**config.mk**
```make
export PLATFORM = sky130hd
export DESIGN_NAME = ticket_vendor_flat
export DESIGN_NICKNAME = d
export VERILOG_FILES = /design/src/rtl/vend_pkg.sv /design/src/rtl/ticket_vendor_if.sv /design/src/rtl/change_dispenser.sv /design/src/rtl/ticket_vendor.sv /design/src/flat_wrapper.sv
export SDC_FILE = /design/constraint.sdc
export NUM_CORES = 1
export LEC_CHECK = 0
export ABC_CLOCK_PERIOD_IN_PS = 4000
export CORE_MARGIN = 4
export CORE_UTILIZATION = 53
export DETAILED_ROUTE_END_ITERATION = 10
export PLACE_DENSITY = 0.81
export REMOVE_ABC_BUFFERS = 1
export SLEW_MARGIN = 40
export SYNTH_ARGS = -nofsm -noshare
export SYNTH_HDL_FRONTEND = slang
export SYNTH_SLANG_ARGS = --single-unit
```
**constraint.sdc**
```tcl
create_clock -name clk -period 4 [get_ports clk]
set_clock_uncertainty 0.15 [all_clocks]
set_input_delay 0.6 -clock clk [delete_from_list [all_inputs] [get_ports clk]]
set_output_delay 0.6 -clock clk [all_outputs]
set_load 0.02 [all_outputs]
```
**src/rtl/vend_pkg.sv**
```systemverilog
// Shared types and constants for the ticket vending controller.
package vend_pkg;

    typedef enum logic [1:0] {
        S_IDLE,
        S_COLLECT,
        S_VEND,
        S_DISPENSE
    } state_t;

    localparam int COIN_1  = 1;
    localparam int COIN_5  = 5;
    localparam int COIN_10 = 10;

    // Widest packed fee table the slice helper accepts (N_TICKETS * CREDIT_W).
    localparam int TBL_MAX_W = 512;

    function automatic logic [31:0] fee_slice(input logic [TBL_MAX_W-1:0] tbl,
                                              input int unsigned idx,
                                              input int unsigned w);
        logic [TBL_MAX_W-1:0] shifted;
        logic [31:0]          mask;
        shifted = tbl >> (idx * w);
        mask    = (w >= 32) ? '1 : ((32'd1 << w) - 32'd1);
        return shifted[31:0] & mask;
    endfunction

endpackage

```
**src/rtl/ticket_vendor_if.sv**
```systemverilog
// Bus between the coin/selection front end, the vendor and the ejector drivers.
interface ticket_vendor_if #(
    parameter int N_TICKETS = 4,
    parameter int CREDIT_W  = 6
);
    localparam int SEL_W = (N_TICKETS > 1) ? $clog2(N_TICKETS) : 1;

    logic                          ci1;
    logic                          ci5;
    logic                          ci10;
    logic [SEL_W-1:0]              sel;
    logic                          sel_vld;
    logic                          cancel;
    logic [N_TICKETS*CREDIT_W-1:0] fee_tbl;

    logic [CREDIT_W-1:0]           credit;
    logic                          ticket;
    logic [SEL_W-1:0]              ticket_id;
    logic                          chg1;
    logic                          chg5;
    logic                          chg10;
    logic                          coin_rej;
    logic                          sel_err;
    logic                          busy;

    modport master (
        output ci1, ci5, ci10, sel, sel_vld, cancel, fee_tbl,
        input  credit, ticket, ticket_id, chg1, chg5, chg10, coin_rej, sel_err, busy
    );

    modport slave (
        input  ci1, ci5, ci10, sel, sel_vld, cancel, fee_tbl,
        output credit, ticket, ticket_id, chg1, chg5, chg10, coin_rej, sel_err, busy
    );

endinterface

```
**src/rtl/change_dispenser.sv**
```systemverilog
// Greedy coin-by-coin payout of a loaded amount: one 10/5/1 pulse per cycle.
module change_dispenser
    import vend_pkg::*;
#(
    parameter int CREDIT_W = 6
) (
    input  logic                clk,
    input  logic                res,
    input  logic                load_i,
    input  logic [CREDIT_W-1:0] value_i,
    output logic                chg1_o,
    output logic                chg5_o,
    output logic                chg10_o,
    output logic                last_o,
    output logic                done_o
);

    logic [CREDIT_W-1:0] rem_q, rem_d;
    logic [CREDIT_W-1:0] rem_after;
    int                  coin_val;

    always_comb begin
        chg1_o   = 1'b0;
        chg5_o   = 1'b0;
        chg10_o  = 1'b0;
        coin_val = 0;
        // Compare as int so small CREDIT_W never truncates the denominations.
        if (32'(rem_q) >= 32'(COIN_10)) begin
            chg10_o  = 1'b1;
            coin_val = COIN_10;
        end else if (32'(rem_q) >= 32'(COIN_5)) begin
            chg5_o   = 1'b1;
            coin_val = COIN_5;
        end else if (rem_q != '0) begin
            chg1_o   = 1'b1;
            coin_val = COIN_1;
        end
    end

    assign rem_after = rem_q - CREDIT_W'(coin_val);
    assign rem_d     = load_i ? value_i : rem_after;
    assign last_o    = (rem_q != '0) && (rem_after == '0);
    assign done_o    = (rem_q == '0);

    always_ff @(posedge clk or negedge res) begin
        if (!res) begin
            rem_q <= '0;
        end else begin
            rem_q <= rem_d;
        end
    end

endmodule

```
**src/rtl/ticket_vendor.sv**
```systemverilog
// Multi-ticket vending controller: collects coin credit, issues the pending
// ticket once credit covers its fee, and pays change/refunds via the dispenser.
module ticket_vendor
    import vend_pkg::*;
#(
    parameter int N_TICKETS   = 4,
    parameter int CREDIT_W    = 6,
    parameter int TIMEOUT_CYC = 1000
) (
    input  logic            clk,
    input  logic            res,
    ticket_vendor_if.slave  bus
);

    localparam int SEL_W = (N_TICKETS > 1) ? $clog2(N_TICKETS) : 1;
    localparam int SUM_W = CREDIT_W + 5;
    localparam int TMO_W = (TIMEOUT_CYC > 0) ? $clog2(TIMEOUT_CYC + 1) : 1;
    localparam logic [SUM_W-1:0] MAX_CREDIT = SUM_W'((64'd1 << CREDIT_W) - 64'd1);

    state_t              state_q, state_d;
    logic [CREDIT_W-1:0] credit_q, credit_d;
    logic [SEL_W-1:0]    pend_q, pend_d;
    logic                pend_vld_q, pend_vld_d;
    logic [TMO_W-1:0]    tmo_q, tmo_d;

    logic [SUM_W-1:0]    coin_sum, credit_sum;
    logic [CREDIT_W-1:0] fee_sel, fee_pend;
    logic                coin_any, coin_fits, coin_ok;
    logic                sel_ok, activity, tmo_hit, purchase;

    logic                disp_load, disp_last, disp_done;
    logic [CREDIT_W-1:0] disp_val;
    logic                disp_chg1, disp_chg5, disp_chg10;

    // Out-of-range indices read as fee 0, which marks the selection invalid.
    assign fee_sel  = (32'(bus.sel) < 32'(N_TICKETS))
                    ? CREDIT_W'(fee_slice(TBL_MAX_W'(bus.fee_tbl), 32'(bus.sel), 32'(CREDIT_W)))
                    : '0;
    assign fee_pend = CREDIT_W'(fee_slice(TBL_MAX_W'(bus.fee_tbl), 32'(pend_q), 32'(CREDIT_W)));

    assign coin_any   = bus.ci1 | bus.ci5 | bus.ci10;
    assign coin_sum   = (bus.ci1  ? SUM_W'(COIN_1)  : '0)
                      + (bus.ci5  ? SUM_W'(COIN_5)  : '0)
                      + (bus.ci10 ? SUM_W'(COIN_10) : '0);
    assign credit_sum = SUM_W'(credit_q) + coin_sum;
    assign coin_fits  = (credit_sum <= MAX_CREDIT);
    assign sel_ok     = (fee_sel != '0);
    assign activity   = coin_any | bus.sel_vld | bus.cancel;
    assign tmo_hit    = (TIMEOUT_CYC != 0) && (32'(tmo_q) == 32'(TIMEOUT_CYC));
    assign purchase   = pend_vld_q && (credit_q >= fee_pend);

    always_comb begin
        state_d    = state_q;
        credit_d   = credit_q;
        pend_d     = pend_q;
        pend_vld_d = pend_vld_q;
        tmo_d      = tmo_q;
        coin_ok    = 1'b0;
        disp_load  = 1'b0;
        disp_val   = '0;

        unique case (state_q)
            S_IDLE: begin
                tmo_d = '0;
                if (coin_any && coin_fits) begin
                    credit_d = credit_sum[CREDIT_W-1:0];
                    coin_ok  = 1'b1;
                    state_d  = S_COLLECT;
                end
                if (bus.sel_vld && sel_ok) begin
                    pend_d     = bus.sel;
                    pend_vld_d = 1'b1;
                    state_d    = S_COLLECT;
                end
            end

            S_COLLECT: begin
                if (coin_any && coin_fits) begin
                    credit_d = credit_sum[CREDIT_W-1:0];
                    coin_ok  = 1'b1;
                end
                // Any activity in the expiry cycle keeps the session alive.
                if (bus.cancel || (tmo_hit && !activity)) begin
                    disp_val   = credit_d;
                    credit_d   = '0;
                    pend_d     = '0;
                    pend_vld_d = 1'b0;
                    tmo_d      = '0;
                    if (disp_val != '0) begin
                        disp_load = 1'b1;
                        state_d   = S_DISPENSE;
                    end else begin
                        state_d   = S_IDLE;
                    end
                end else if (purchase) begin
                    // The selection being paid for is frozen; a new sel_vld is dropped.
                    state_d = S_VEND;
                end else begin
                    if (bus.sel_vld && sel_ok) begin
                        pend_d     = bus.sel;
                        pend_vld_d = 1'b1;
                    end
                    if (activity) begin
                        tmo_d = '0;
                    end else if (!tmo_hit && TIMEOUT_CYC != 0) begin
                        tmo_d = tmo_q + 1'b1;
                    end
                end
            end

            S_VEND: begin
                disp_val   = credit_q - fee_pend;
                credit_d   = '0;
                pend_d     = '0;
                pend_vld_d = 1'b0;
                tmo_d      = '0;
                if (disp_val != '0) begin
                    disp_load = 1'b1;
                    state_d   = S_DISPENSE;
                end else begin
                    state_d   = S_IDLE;
                end
            end

            S_DISPENSE: begin
                tmo_d = '0;
                if (disp_last || disp_done) begin
                    state_d = S_IDLE;
                end
            end

            default: state_d = S_IDLE;
        endcase
    end

    always_ff @(posedge clk or negedge res) begin
        if (!res) begin
            state_q    <= S_IDLE;
            credit_q   <= '0;
            pend_q     <= '0;
            pend_vld_q <= 1'b0;
            tmo_q      <= '0;
        end else begin
            state_q    <= state_d;
            credit_q   <= credit_d;
            pend_q     <= pend_d;
            pend_vld_q <= pend_vld_d;
            tmo_q      <= tmo_d;
        end
    end

    change_dispenser #(
        .CREDIT_W (CREDIT_W)
    ) u_disp (
        .clk     (clk),
        .res     (res),
        .load_i  (disp_load),
        .value_i (disp_val),
        .chg1_o  (disp_chg1),
        .chg5_o  (disp_chg5),
        .chg10_o (disp_chg10),
        .last_o  (disp_last),
        .done_o  (disp_done)
    );

    // Input-driven pulses are masked so every output is 0 while reset is held.
    assign bus.credit    = credit_q;
    assign bus.ticket    = (state_q == S_VEND);
    assign bus.ticket_id = (state_q == S_VEND) ? pend_q : '0;
    assign bus.chg1      = disp_chg1;
    assign bus.chg5      = disp_chg5;
    assign bus.chg10     = disp_chg10;
    assign bus.coin_rej  = res & coin_any & ~coin_ok;
    assign bus.sel_err   = res & bus.sel_vld & ~sel_ok;
    assign bus.busy      = (state_q == S_VEND) || (state_q == S_DISPENSE);

endmodule

```
**src/flat_wrapper.sv**
```systemverilog
// flat-port wrapper written by rule: the top's interface ports become plain ports
module ticket_vendor_flat import vend_pkg::*;
#(
    parameter int N_TICKETS   = 4,
    parameter int CREDIT_W    = 6,
    parameter int TIMEOUT_CYC = 1000
)
  (clk, res, bus_ci1, bus_ci5, bus_ci10, bus_sel, bus_sel_vld, bus_cancel, bus_fee_tbl, bus_credit, bus_ticket, bus_ticket_id, bus_chg1, bus_chg5, bus_chg10, bus_coin_rej, bus_sel_err, bus_busy);
  ticket_vendor_if #(.N_TICKETS(N_TICKETS), .CREDIT_W(CREDIT_W)) bus_i ();
  input  logic clk;
  input  logic res;
  input wire logic [$bits(bus_i.ci1)-1:0] bus_ci1;
  input wire logic [$bits(bus_i.ci5)-1:0] bus_ci5;
  input wire logic [$bits(bus_i.ci10)-1:0] bus_ci10;
  input wire logic [$bits(bus_i.sel)-1:0] bus_sel;
  input wire logic [$bits(bus_i.sel_vld)-1:0] bus_sel_vld;
  input wire logic [$bits(bus_i.cancel)-1:0] bus_cancel;
  input wire logic [$bits(bus_i.fee_tbl)-1:0] bus_fee_tbl;
  output wire logic [$bits(bus_i.credit)-1:0] bus_credit;
  output wire logic [$bits(bus_i.ticket)-1:0] bus_ticket;
  output wire logic [$bits(bus_i.ticket_id)-1:0] bus_ticket_id;
  output wire logic [$bits(bus_i.chg1)-1:0] bus_chg1;
  output wire logic [$bits(bus_i.chg5)-1:0] bus_chg5;
  output wire logic [$bits(bus_i.chg10)-1:0] bus_chg10;
  output wire logic [$bits(bus_i.coin_rej)-1:0] bus_coin_rej;
  output wire logic [$bits(bus_i.sel_err)-1:0] bus_sel_err;
  output wire logic [$bits(bus_i.busy)-1:0] bus_busy;
  assign bus_i.ci1 = bus_ci1;
  assign bus_i.ci5 = bus_ci5;
  assign bus_i.ci10 = bus_ci10;
  assign bus_i.sel = bus_sel;
  assign bus_i.sel_vld = bus_sel_vld;
  assign bus_i.cancel = bus_cancel;
  assign bus_i.fee_tbl = bus_fee_tbl;
  assign bus_credit = bus_i.credit;
  assign bus_ticket = bus_i.ticket;
  assign bus_ticket_id = bus_i.ticket_id;
  assign bus_chg1 = bus_i.chg1;
  assign bus_chg5 = bus_i.chg5;
  assign bus_chg10 = bus_i.chg10;
  assign bus_coin_rej = bus_i.coin_rej;
  assign bus_sel_err = bus_i.sel_err;
  assign bus_busy = bus_i.busy;
  ticket_vendor #(.N_TICKETS(N_TICKETS), .CREDIT_W(CREDIT_W), .TIMEOUT_CYC(TIMEOUT_CYC)) u_core (.clk(clk), .res(res), .bus(bus_i));
endmodule
```
==> impl_metrics.yaml <==
clock_network:
  clockBufferDepth: 2
  post_cts_buffers: 0
  ctsHtreeMaxLevel: 1
  cts-root-buf: "clkbuf_8"
  cts_tree: "done"
  cts.sinks: 27
  clk_pin_slew_ns: 0.10
  post_cts_resized: 0
  insertion_delay_ns: 0.28
  numCtsBuffers: 3
  hold_buffers: 0
global_route:
  grt_start_max_net_pins: 22
  grt_first_pass_wirelength_microns: 10670
  antenna_found_initial: 0
  grt_usage_pct: 21.40
  grt-ovfl-total: 0
  grt_pass1_vias: 2345
setup_path:
  ff2ff_setup_slack_ns: 0.39
  startpoint_type: "input port"
  crit_fanout: 5
  critical_path_class: "input port to flip-flop"
  crit_buf_inv: 3
  cp_slowest_cell: "o41a_1"
  path_delay_family: "compound AO/OA/AOI/OAI gates"
  arrival_ns: 3.72
  cp_cell_sequence: "clkdlybuf4s50_1 > mux4_2 > inv_1 > ha_1 > nor2b_1 > a221o_1 > a211o_1 > o41a_1 > o21ai_4 > buf_4 > mux2i_1"
  cp.required_ns: 4.06
  endpoint_kind: "flip-flop"
  max_stage_delay_ns: 0.48
power_and_ir_drop:
  p_seq_share_pct: 21.9
  p_total_mw: 2.299
  leakage_nw: 1.396
  p_sw_mw: 1.090
  p_clk_share_pct: 7.1
  swShare_pct: 47.42
  power_frac_comb_pct: 71.1
  irDropWorstVdd_uv: 332.0
  power_density_nw_per_um2: 730.4
  intPower_mw: 1.209
routing:
  vias: 2392
  drtIter0Drc: 132
  ant_nets: 0
  wl_microns: 6270
  drt_pass1_iterations: 4
  detail_route.vias_per_cell: 6.025
  post_drt_wl_per_cell_microns: 15.79
  drc: 0
sta:
  drv_slew: 0
  max_slew_margin_pct: 59.18
  fin_setup_tns_ns: 0
  fin_hold_ws_ns: 0.3474
  min_period_ns: 3.658
  worst_slew_pin_slew_ns: 0.6072
  grt_setup_unrepaired: "false"
  finalWorstSetupSlack_ns: 0.3418
  setup_viol: 0
  finalHoldViolCount: 0
  min_period_over_period_pct: 91.46
  fmax_mhz: 273.4
synthesis:
  ys_ff_latch: 27
  netlist_area_sq_um: 2555
  syn_area_per_cell_sq_um: 8.661
  synthTopCellsByArea: "dfrtp_1 (26%), ha_1 (10%), mux4_2 (5.3%)"
  synthCells: 295
  synth_common_cells: "inv_1 (28), dfrtp_1 (27), nor2_1 (25), nand2_1 (24), ha_1 (21)"
  yosysTopAreaCell: "dfrtp_1"
  synth_edf_count: 0
  synthArstFlopShare_pct: 100.0
  synth_top_cell_area_share_pct: 26.44
  synth_flop_cell: "dfrtp_1"
  synth-seq-area-share_pct: 26.44
  yosysUniqueCellTypes: 60
  yosys_warnings: 0
  synth.most_common_cell: "inv_1"
final_layout:
  finalNetCount: 404
  final_cell_area_sq_um: 3148
  stdcell_count: 397
  final_core_util_pct: 69.89
  antenna_cells: 0
  drive_gt1_share_pct: 6.957
  area_growth_pct: 23.21
die:
  coreArea_sq_um: 4504
  fp-row-count: 24
  die_h_microns: 77.43
  die_x_microns: 77.43
  die-area_sq_um: 5995
  pin_count: 48
  start_util_pct: 56.72
placed_design:
  io_buffers: 47
  dpl_cell_area_sq_um: 3100
  dp_slack_ns: 0.05461
  gp_congestion: 0.8127
  dpl.hpwl_microns: 5210
  dp_cells: 393
min_path:
  hp-class: "flip-flop to flip-flop"
flow_run:
  max-cap-violations: 0
outcome:
  status: "complete, no violations"
-- cell usage in the layout, fill, tap and decap left out, drive strengths merged, types with 3 or more instances in the layout --
cell and n:
o21a 3, nand2b 5, a21oi 12, xnor2 7, nor4 3, and2 5
clkdlybuf4s50 46, nor2b 3, fa 4, o22ai 3, o21ai 27, a21o 3
buf 6, xor2 3, mux4 6, nor3b 3, nand3 4, o41ai 3
a211oi 4, nand2 24, mux2i 6, ha 21, o31ai 3, a22oi 3
nor3 13, inv 28, a31oi 3, nor2 25, clkbuf 4, and3 6
dfrtp 27
-- final cells by class --
cell class | instances | area, sq um
timing repair buffer | 53 | 518.0
multi-input combinational | 233 | 1739
sequential | 27 | 675.6
fill | 368 | 1356
clock buffer | 4 | 45.04
inverter | 28 | 105.1
tap | 52 | 65.06
-- worst reg2reg max path, cell delays in order, from the launching register on --
cell and delay, ns:
dfrtp_1 0.60, mux4_2 0.57, inv_1 0.08, ha_1 0.28, nor2b_1 0.18, a221o_1 0.32
a211o_1 0.29, o41a_1 0.48, o21ai_4 0.22, buf_4 0.17, mux2i_1 0.20
-- kinds of logic (layout without fill, tap and decap cells) --
group | after synthesis | in the layout | synth area share [%]
simple gates | 107 | 107 | 22.14
flops | 27 | 27 | 26.44
buf+inv | 35 | 85 | 5.485
fa+ha+maj | 25 | 25 | 13.42
compound gates | 77 | 77 | 20.27
mux | 14 | 14 | 8.815
xor+xnor | 10 | 10 | 3.428
-- layer usage --
layer	share of wire, %	global-route usage [%]	vias up
met5	0	0	-
met4	0.97	3.203	0
met3	5.6	3.125	6
met2	50	40.07	65
met1	43	26.51	1135
li1	-	-	1186
-- power groups by stage --
stage	Combinational, mW	Sequential [mW]	Clock (mW)
2_1_floorplan	1.17	0.495	0
3_3_place_gp	1.58	0.506	0
3_5_place_dp	1.63	0.509	0
4_1_cts	1.63	0.504	0.165
5_1_grt	1.79	0.520	0.175
6_report	1.63	0.503	0.162
-- registers in the layout (all words and copies together) (netlist names) --
register / cells
u_core.pend_q: 2
u_core.bus.credit: 6
u_core.pend_vld_q: 1
u_core.state_q: 2
u_core.u_disp.rem_q: 6
u_core.tmo_q: 10
-- worst paths after layout --
check | from | to | cells after the start
min reg2reg | u_core.tmo_q[9] | u_core.tmo_q[9] | 1
max reg2reg | u_core.pend_q[0] | u_core.u_disp.rem_q[3] | 10
max | bus_fee_tbl[4] | u_core.u_disp.rem_q[3] | 11
min | u_core.tmo_q[9] | u_core.tmo_q[9] | 1
min in group asynchronous | res | u_core.tmo_q[4] | 1
max in group asynchronous | res | u_core.state_q[1] | 2
Note: power is estimated with default switching activity, not from simulation.
